**src/rtl/hazard_ctrl_if.sv**
```systemverilog
// rtl/hazard_ctrl_if.sv - hazard controller pipeline-side signal bundle
// master = pipeline/decoder side, slave = hazard_ctrl
interface hazard_ctrl_if #(
  parameter int REG_W = 5
);
  logic [REG_W-1:0] id_ra1;
  logic [REG_W-1:0] id_ra2;
  logic             id_uses_ra2;
  logic             ex_memread;
  logic [REG_W-1:0] ex_rd;
  logic             mem_branch_taken;
  logic             mem_access;
  logic             dmem_ready;
  logic             pc_write;
  logic             ifid_write;
  logic             idex_bubble;
  logic             flush;
  logic             pipe_freeze;
  logic             mem_timeout;
  logic [1:0]       state;

  modport master (
    output id_ra1, id_ra2, id_uses_ra2, ex_memread, ex_rd,
           mem_branch_taken, mem_access, dmem_ready,
    input  pc_write, ifid_write, idex_bubble, flush, pipe_freeze,
           mem_timeout, state
  );

  modport slave (
    input  id_ra1, id_ra2, id_uses_ra2, ex_memread, ex_rd,
           mem_branch_taken, mem_access, dmem_ready,
    output pc_write, ifid_write, idex_bubble, flush, pipe_freeze,
           mem_timeout, state
  );
endinterface

```
**src/rtl/hazard_ctrl.sv**
```systemverilog
// rtl/hazard_ctrl.sv - LEGv8 hazard/freeze controller with hung-memory trap
// Optional performance counters enabled by macro HAZARD_PERF_EN.
module hazard_ctrl #(
  parameter int REG_W    = 5,
  parameter int WAIT_MAX = 15,
  parameter int CNT_W    = 8
) (
  input  logic        clk,
  input  logic        reset,
  hazard_ctrl_if.slave hif
`ifdef HAZARD_PERF_EN
  ,
  output logic [31:0] perf_stall_cnt,
  output logic [31:0] perf_flush_cnt,
  output logic [31:0] perf_freeze_cnt
`endif
);

  typedef enum logic [1:0] {
    S_RUN  = 2'b00,
    S_WAIT = 2'b01,
    S_TRAP = 2'b10
  } state_t;

  localparam logic [CNT_W-1:0] WAIT_LIM = CNT_W'(WAIT_MAX);
  localparam logic [REG_W-1:0] XZR      = {REG_W{1'b1}};

  state_t           state_q;
  logic [CNT_W-1:0] wait_cnt;
  logic             timeout_q;

  logic load_use;
  logic mem_stall;
  logic pc_w, ifid_w, bubble, flush_w, freeze;

  always_comb begin
    load_use  = hif.ex_memread && (hif.ex_rd != XZR) &&
                ((hif.ex_rd == hif.id_ra1) ||
                 (hif.id_uses_ra2 && (hif.ex_rd == hif.id_ra2)));
    mem_stall = hif.mem_access && !hif.dmem_ready;

    // RUN rules, priority freeze > flush > load-use stall
    pc_w    = 1'b1;
    ifid_w  = 1'b1;
    bubble  = 1'b0;
    flush_w = 1'b0;
    freeze  = 1'b0;
    if (mem_stall) begin
      pc_w   = 1'b0;
      ifid_w = 1'b0;
      freeze = 1'b1;
    end else if (hif.mem_branch_taken) begin
      flush_w = 1'b1;
    end else if (load_use) begin
      pc_w   = 1'b0;
      ifid_w = 1'b0;
      bubble = 1'b1;
    end

    // WAIT with ready falls through to the RUN rules; TRAP and 11 freeze
    if ((state_q == S_WAIT && !hif.dmem_ready) ||
        (state_q != S_RUN && state_q != S_WAIT)) begin
      pc_w    = 1'b0;
      ifid_w  = 1'b0;
      bubble  = 1'b0;
      flush_w = 1'b0;
      freeze  = 1'b1;
    end
  end

  assign hif.pc_write    = pc_w;
  assign hif.ifid_write  = ifid_w;
  assign hif.idex_bubble = bubble;
  assign hif.flush       = flush_w;
  assign hif.pipe_freeze = freeze;
  assign hif.mem_timeout = timeout_q | state_q[1];
  assign hif.state       = state_q;

  always_ff @(posedge clk or negedge reset) begin
    if (!reset) begin
      state_q   <= S_RUN;
      wait_cnt  <= '0;
      timeout_q <= 1'b0;
    end else begin
      case (state_q)
        S_RUN: begin
          if (mem_stall) begin
            state_q  <= S_WAIT;
            wait_cnt <= CNT_W'(1);
          end
        end
        S_WAIT: begin
          if (hif.dmem_ready) begin
            state_q  <= S_RUN;
            wait_cnt <= '0;
          end else if (wait_cnt < WAIT_LIM) begin
            wait_cnt <= wait_cnt + 1'b1;
          end else begin
            state_q   <= S_TRAP;
            timeout_q <= 1'b1;
          end
        end
        default: begin
          state_q   <= S_TRAP;
          timeout_q <= 1'b1;
        end
      endcase
    end
  end

`ifdef HAZARD_PERF_EN
  always_ff @(posedge clk or negedge reset) begin
    if (!reset) begin
      perf_stall_cnt  <= '0;
      perf_flush_cnt  <= '0;
      perf_freeze_cnt <= '0;
    end else if (!state_q[1]) begin
      perf_stall_cnt  <= perf_stall_cnt  + {31'd0, bubble};
      perf_flush_cnt  <= perf_flush_cnt  + {31'd0, flush_w};
      perf_freeze_cnt <= perf_freeze_cnt + {31'd0, freeze};
    end
  end
`endif

endmodule

```
**src/flat_wrapper.sv**
```systemverilog
// flat-port wrapper written by rule: the top's interface ports become plain ports
module hazard_ctrl_flat 
#(
  parameter int REG_W    = 5,
  parameter int WAIT_MAX = 15,
  parameter int CNT_W    = 8
)
  (clk, reset, hif_id_ra1, hif_id_ra2, hif_id_uses_ra2, hif_ex_memread, hif_ex_rd, hif_mem_branch_taken, hif_mem_access, hif_dmem_ready, hif_pc_write, hif_ifid_write, hif_idex_bubble, hif_flush, hif_pipe_freeze, hif_mem_timeout, hif_state);
  hazard_ctrl_if #(.REG_W(REG_W)) hif_i ();
  input  logic clk;
  input  logic reset;
  input wire logic [$bits(hif_i.id_ra1)-1:0] hif_id_ra1;
  input wire logic [$bits(hif_i.id_ra2)-1:0] hif_id_ra2;
  input wire logic [$bits(hif_i.id_uses_ra2)-1:0] hif_id_uses_ra2;
  input wire logic [$bits(hif_i.ex_memread)-1:0] hif_ex_memread;
  input wire logic [$bits(hif_i.ex_rd)-1:0] hif_ex_rd;
  input wire logic [$bits(hif_i.mem_branch_taken)-1:0] hif_mem_branch_taken;
  input wire logic [$bits(hif_i.mem_access)-1:0] hif_mem_access;
  input wire logic [$bits(hif_i.dmem_ready)-1:0] hif_dmem_ready;
  output wire logic [$bits(hif_i.pc_write)-1:0] hif_pc_write;
  output wire logic [$bits(hif_i.ifid_write)-1:0] hif_ifid_write;
  output wire logic [$bits(hif_i.idex_bubble)-1:0] hif_idex_bubble;
  output wire logic [$bits(hif_i.flush)-1:0] hif_flush;
  output wire logic [$bits(hif_i.pipe_freeze)-1:0] hif_pipe_freeze;
  output wire logic [$bits(hif_i.mem_timeout)-1:0] hif_mem_timeout;
  output wire logic [$bits(hif_i.state)-1:0] hif_state;
  assign hif_i.id_ra1 = hif_id_ra1;
  assign hif_i.id_ra2 = hif_id_ra2;
  assign hif_i.id_uses_ra2 = hif_id_uses_ra2;
  assign hif_i.ex_memread = hif_ex_memread;
  assign hif_i.ex_rd = hif_ex_rd;
  assign hif_i.mem_branch_taken = hif_mem_branch_taken;
  assign hif_i.mem_access = hif_mem_access;
  assign hif_i.dmem_ready = hif_dmem_ready;
  assign hif_pc_write = hif_i.pc_write;
  assign hif_ifid_write = hif_i.ifid_write;
  assign hif_idex_bubble = hif_i.idex_bubble;
  assign hif_flush = hif_i.flush;
  assign hif_pipe_freeze = hif_i.pipe_freeze;
  assign hif_mem_timeout = hif_i.mem_timeout;
  assign hif_state = hif_i.state;
  hazard_ctrl #(.REG_W(REG_W), .WAIT_MAX(WAIT_MAX), .CNT_W(CNT_W)) u_core (.clk(clk), .reset(reset), .hif(hif_i));
endmodule
```
**config.mk**
```make
export PLATFORM = sky130hd
export DESIGN_NAME = hazard_ctrl_flat
export DESIGN_NICKNAME = d
export VERILOG_FILES = /design/src/rtl/hazard_ctrl_if.sv /design/src/rtl/hazard_ctrl.sv /design/src/flat_wrapper.sv
export SDC_FILE = /design/constraint.sdc
export NUM_CORES = 1
export LEC_CHECK = 0
export CELL_PAD_IN_SITES_DETAIL_PLACEMENT = 0
export CELL_PAD_IN_SITES_GLOBAL_PLACEMENT = 2
export CORE_ASPECT_RATIO = 0.7
export CORE_MARGIN = 5
export CORE_UTILIZATION = 25
export DETAILED_ROUTE_END_ITERATION = 8
export GPL_TIMING_DRIVEN = 0
export PLACE_DENSITY = 0.81
export SYNTH_ARGS = -nofsm -noshare
export SYNTH_HDL_FRONTEND = slang
export SYNTH_SLANG_ARGS = --single-unit
```
**constraint.sdc**
```tcl
create_clock -name clk -period 4.7 [get_ports clk]
set_input_delay 1.175 -clock clk [delete_from_list [all_inputs] [get_ports clk]]
set_output_delay 1.175 -clock clk [all_outputs]
set_load 0.01 [all_outputs]
```
# ---- After elaboration in Yosys (flattened, before gate mapping)
# Index checks and enable logic that the tools add are counted.
dict set report word_totals {
  register_bits 11
  in_bits 22
  output_inout_bits 8
  word_cells 56
}
dict set report classes {
  addsub 1
  magnitude_cmp 1
  eq_ne 10
  mux 24
  bitwise 2
  reduce_logical 15
}
# op n
set ops {}
lappend ops {{2-to-1 mux 8 bit} 3}
lappend ops {{one-hot mux 8 bit (2 select lines)} 1}
lappend ops {{2-to-1 mux 1 bit} 15}
lappend ops {{equality test 5 bit} 2}
lappend ops {{adder 8 x 1 -> 8 bit, second input constant} 1}
lappend ops {{< comparator 8 x 4 -> 1 bit, second input constant} 1}
lappend ops {{logical AND 1 bit} 6}
lappend ops {{2-to-1 mux 2 bit} 3}
lappend ops {{inequality test 3 bit, second input constant} 2}
lappend ops {{AND reduction 3 bit} 2}
lappend ops {{inequality test 5 bit, second input constant} 1}
lappend ops {{inequality test 2 x 1 -> 1 bit, second input constant} 2}
lappend ops {{inequality test 2 bit, second input constant} 2}
lappend ops {{one-hot mux 2 bit (2 select lines)} 1}
lappend ops {{nonzero test 2 bit} 2}
lappend ops {{equality test 2 x 1 -> 1 bit, second input constant} 1}
lappend ops {{zero test 2 bit} 1}
lappend ops {{logical OR 1 bit} 2}
lappend ops {{one-hot mux 1 bit (2 select lines)} 1}
lappend ops {{AND reduction 2 bit} 1}
lappend ops {{zero test 1 bit} 1}
lappend ops {{inverter 1 bit} 1}
lappend ops {{OR 1 bit} 1}

# ---- Logic depth before layout (Yosys ltp)
dict set report depth {
  ltp_word 8
  mapped_depth 5
  ltp_nobuf 5
}

# ---- Least setup slack after synthesis
# No wires, ideal clock.
dict set report synth_path {
  kind {in2out}
  from {input port hif_ex_rd[3]}
  to {output port hif_pc_write}
  t_arrival_ns 2.099
  t_required_ns 3.525
  path_slack_ns 1.426
  path_stages 5
  path_buffers 1
  path_cell_list {xor2_1 -> nor4_1 -> a32oi_1 -> o21ba_2 -> buf_4}
}
dict set report synth_between {
  elab_chain_len 8
  word_cells_on_any_way 11
  classes_between {eq/ne: 3; mux: 4; reduce/logical: 4}
}
# element line_no
set synth_lines {}
lappend synth_lines {{start, declared} flat_wrapper.sv:16} ;# input wire logic [$bits(hif_i.ex_rd)-1:0] hif_ex_rd;
lappend synth_lines {{equality test 5 bit} hazard_ctrl.sv:39} ;# (hif.id_uses_ra2 && (hif.ex_rd == hif.id_ra2)));
lappend synth_lines {{logical AND 1 bit} hazard_ctrl.sv:39}
lappend synth_lines {{logical OR 1 bit} hazard_ctrl.sv:38} ;# ((hif.ex_rd == hif.id_ra1) ||
lappend synth_lines {{logical AND 1 bit *} hazard_ctrl.sv:37} ;# load_use = hif.ex_memread && (hif.ex_rd != XZR) &&
lappend synth_lines {{2-to-1 mux 1 bit * (4 in a row)} --}
lappend synth_lines {{end, declared} flat_wrapper.sv:20} ;# output wire logic [$bits(hif_i.pc_write)-1:0] hif_pc_write;
# Every way passes the cells marked *; elsewhere a longest branch is shown, timed or not.

# ---- Worst setup path in the final report
dict set report layout_path {
  from {input port hif_ex_rd[3]}
  to {output port hif_pc_write}
}
dict set report layout_between {
  elab_chain_len 8
  word_cells_on_any_way 11
  classes_between {eq/ne: 3; mux: 4; reduce/logical: 4}
}
# element line_no
set layout_lines {}
lappend layout_lines {{equality test 5 bit} hazard_ctrl.sv:39}
lappend layout_lines {{logical AND 1 bit} hazard_ctrl.sv:39}
lappend layout_lines {{logical OR 1 bit} hazard_ctrl.sv:38}
lappend layout_lines {{logical AND 1 bit *} hazard_ctrl.sv:37}
lappend layout_lines {{2-to-1 mux 1 bit *} hazard_ctrl.sv:54} ;# end else if (load_use) begin
lappend layout_lines {{2-to-1 mux 1 bit *} hazard_ctrl.sv:52} ;# end else if (hif.mem_branch_taken) begin
lappend layout_lines {{2-to-1 mux 1 bit *} hazard_ctrl.sv:48} ;# if (mem_stall) begin
lappend layout_lines {{2-to-1 mux 1 bit *} hazard_ctrl.sv:61} ;# if ((state_q == S_WAIT && !hif.dmem_ready) ||
# Marks and branches as above.

==> results.toml <==
[power]
total_power_mw = 0.317
worst_ir_drop_vdd_uv = 160
power.density_cell_area_mw_per_mm2 = 291
power.static_leakage_nw = 0.423

[placed_design]
gp_routability_congestion = 0.723
hpwlAfterDp_mm = 1.49
dp.cells = 139
place_ws_ns = 0.359
io_buffer_count = 29

[floorplan]
floorplan.die_area_sq_mm = 0.00400
start_util_pct = 25.7
chipWidth_um = 73.5
num_io_pins = 30
design.core.area_sq_mm = 0.00274
fp-row-count = 16
y_dimension_of_the_die_um = 54.5

[timing]
period_needed_ns = 4.34
rsz_0062_raised_after_global_routing = "false"
setup_viol = 0
finalSetupTns_ns = 0
worst_clock_skew_ns = 0.00423
final_max_slew_viol_count = 0
layout_setup_ws_ns = 0.356
post-route-period-util_pct = 92.4
timing.slew.headroom_pct = 65.4
transition_at_the_pin_with_the_smallest_max_transition_slack_ns = 0.517
timing.final.hold_violations = 0
fmax_mhz = 230

[worst_setup_path]
setup.worst_path.class = "input port to output port"
timing.critical_path.from_type = "input port"
crit_required_ns = 3.52
worst_r2r_path_depth = 5
worst_setup_path_end_kind = "output port"
worstPathMaxFanout = 3
timing.critical_path.arrival_ns = 3.17

[layout]
area_growth_syn_to_layout_pct = 54.1
final-instance-count-excl-fill = 143
multi_input_area_sq_um = 412
filler_cell_count = 260
fraction_of_layout_instances_using_a_drive_strength_above_1_pct = 10.3
insertedDiodeCount = 0
nets = 131
seq_area_sq_um = 275

[detailed_routing]
drt-vias-per-instance = 4.55
first_pass_iters = 4
drc_errors = 0
wl_per_cell_um = 13.1
antenna_left = 0
dr.first_iter.drc_count = 21
num_vias = 650
detail_route.wirelength_mm = 1.87

[logic_synthesis]
netlist_top_cells_area = "dfrtp_1, xor2_1, and2_1"
seq_area_frac_synth_pct = 39.0
netlist_top_cells_count = "dfrtp_1, xor2_1, nor2_1, o21ai_0"
post_synth_instance_area_sq_um = 706
synthesis.area_per_instance_sq_um = 9.54
syn_nets = 97
post-synth-top-area-fraction_pct = 39.0
synth.ff_latch_count = 11
ys.flop_type = "dfrtp_1"
yosys.cell_count.top_type = "dfrtp_1"
ys_async_sr_fraction_pct = 100
yosys_warnings = 0
synth_cells = 74
yosysUniqueCellTypes = 32
edff_count_synth = 0
synth_top_area_cell = "dfrtp_1"

[grt]
globalRouteTotalUtil_pct = 11.0
grt_start_max_net_pins = 12
grt_first_pass_wirelength_mm = 3.24
antenna_found_initial = 0
overflow = 0
vias_in_the_first_global_route = 672

[clock_tree]
holdBufCountCts = 0
cts_repair_resize_count = 0
post_cts.repair.setup_buffers = 0
clockBufferDepth = 2
htree_levels = 1
cts_root_buf = "clkbuf_8"
clk_transition_reported_paths_ns = 0.05
cts_tree = "done"
cts_buffers = 3
tritoncts_num_sinks = 11
clk-insertion-delay-late_ns = 0.24

[min_path]
worstHoldPathCells = 2
holdCritPathClass = "flip-flop to flip-flop"

[job]
maxCapViolCount = 0

[run_status]
outcome = "finished clean"
==> worst paths after layout <==
path                                     from  slack [ns]            endpoint
hold / removal               u_core.timeout_q        0.54    u_core.timeout_q
hold reg to reg              u_core.timeout_q        0.54    u_core.timeout_q
setup / recovery                 hif_ex_rd[3]        0.36        hif_pc_write
max in group asynchronous               reset        3.07  u_core.wait_cnt[2]
min in group asynchronous               reset        1.28  u_core.wait_cnt[3]
setup reg to reg           u_core.wait_cnt[0]        2.94  u_core.wait_cnt[0]
==> logic make-up after synthesis <==
logic type | after synthesis | synth area share [%]
mux | 1 | 1.60
simple gates | 31 | 26.8
flops | 11 | 39.0
buf+inv | 4 | 2.66
fa+ha+maj | 1 | 1.77
xor+xnor | 10 | 12.4
compound gates | 16 | 15.8
==> through the flow <==
stage / instance area (sq um) / hold WS [ns] / utilization [%]
2_1_floorplan: 706 / 0.503 / -
3_3_place_gp: 1040 / 0.517 / 38.0
3_5_place_dp: 1040 / 0.521 / 38.0
4_1_cts: 1090 / 0.544 / 39.6
5_1_grt: 1090 / 0.567 / 39.6
6_report: 1090 / 0.536 / 39.6
==> worst max-delay path, cell delays in order <==
cell,delay [ns]
clkdlybuf4s50_1,0.48
xor2_1,0.19
nor4_1,0.32
a32oi_1,0.17
o21ba_2,0.24
buf_4,0.12
clkdlybuf4s50_1,0.47
==> layout by cell type, fill, tap and decap left out, drive strengths merged <==
cell type	instances
clkdlybuf4s50	29
dfrtp	11
xor2	9
nor2	5
o21ai	5
nand2	4
and2	4
inv	3
nand3	3
a21oi	3
clkbuf	3
or2	3
nor3	2
o211ai	2
or3	2
nor4	2
nor3b	2
xnor2	1
a32oi	1
o21ba	1
a311oi	1
mux2	1
nand4	1
o21a	1
nor2b	1
o31ai	1
or4	1
nand2b	1
a21boi	1
ha	1
buf	1
clkinv	1
==> per-layer routing <==
metal	GRT usage (%)	share of wire, %
met1	14.7	49
met2	16.6	48
met3	3.85	2.9
met4	3.61	0.43
met5	0	0
==> sequential cells by signal, indices dropped and copies added (netlist names) <==
name,count
u_core.hif.state,2
u_core.timeout_q,1
u_core.wait_cnt,8
==> cell type report <==
cell class / count / area share (%)
Multi-Input combinational cell: 59 / 37.9
Clock inverter: 1 / 0.460
Inverter: 3 / 1.04
Tap cell: 36 / 4.14
Sequential cell: 11 / 25.3
Buffer: 1 / 0.690
Timing Repair Buffer: 29 / 26.7
Clock buffer: 3 / 3.80
==> where the power goes <==
part           total (mW)  switching (mW)  leakage, nW  internal, mW
clock network      0.0949          0.0366       0.0255        0.0583
registers           0.124          0.0167        0.140         0.107
logic              0.0982          0.0428        0.257        0.0554
total               0.317          0.0961        0.423         0.221
No activity file was read; power rests on OpenSTA's default activity.
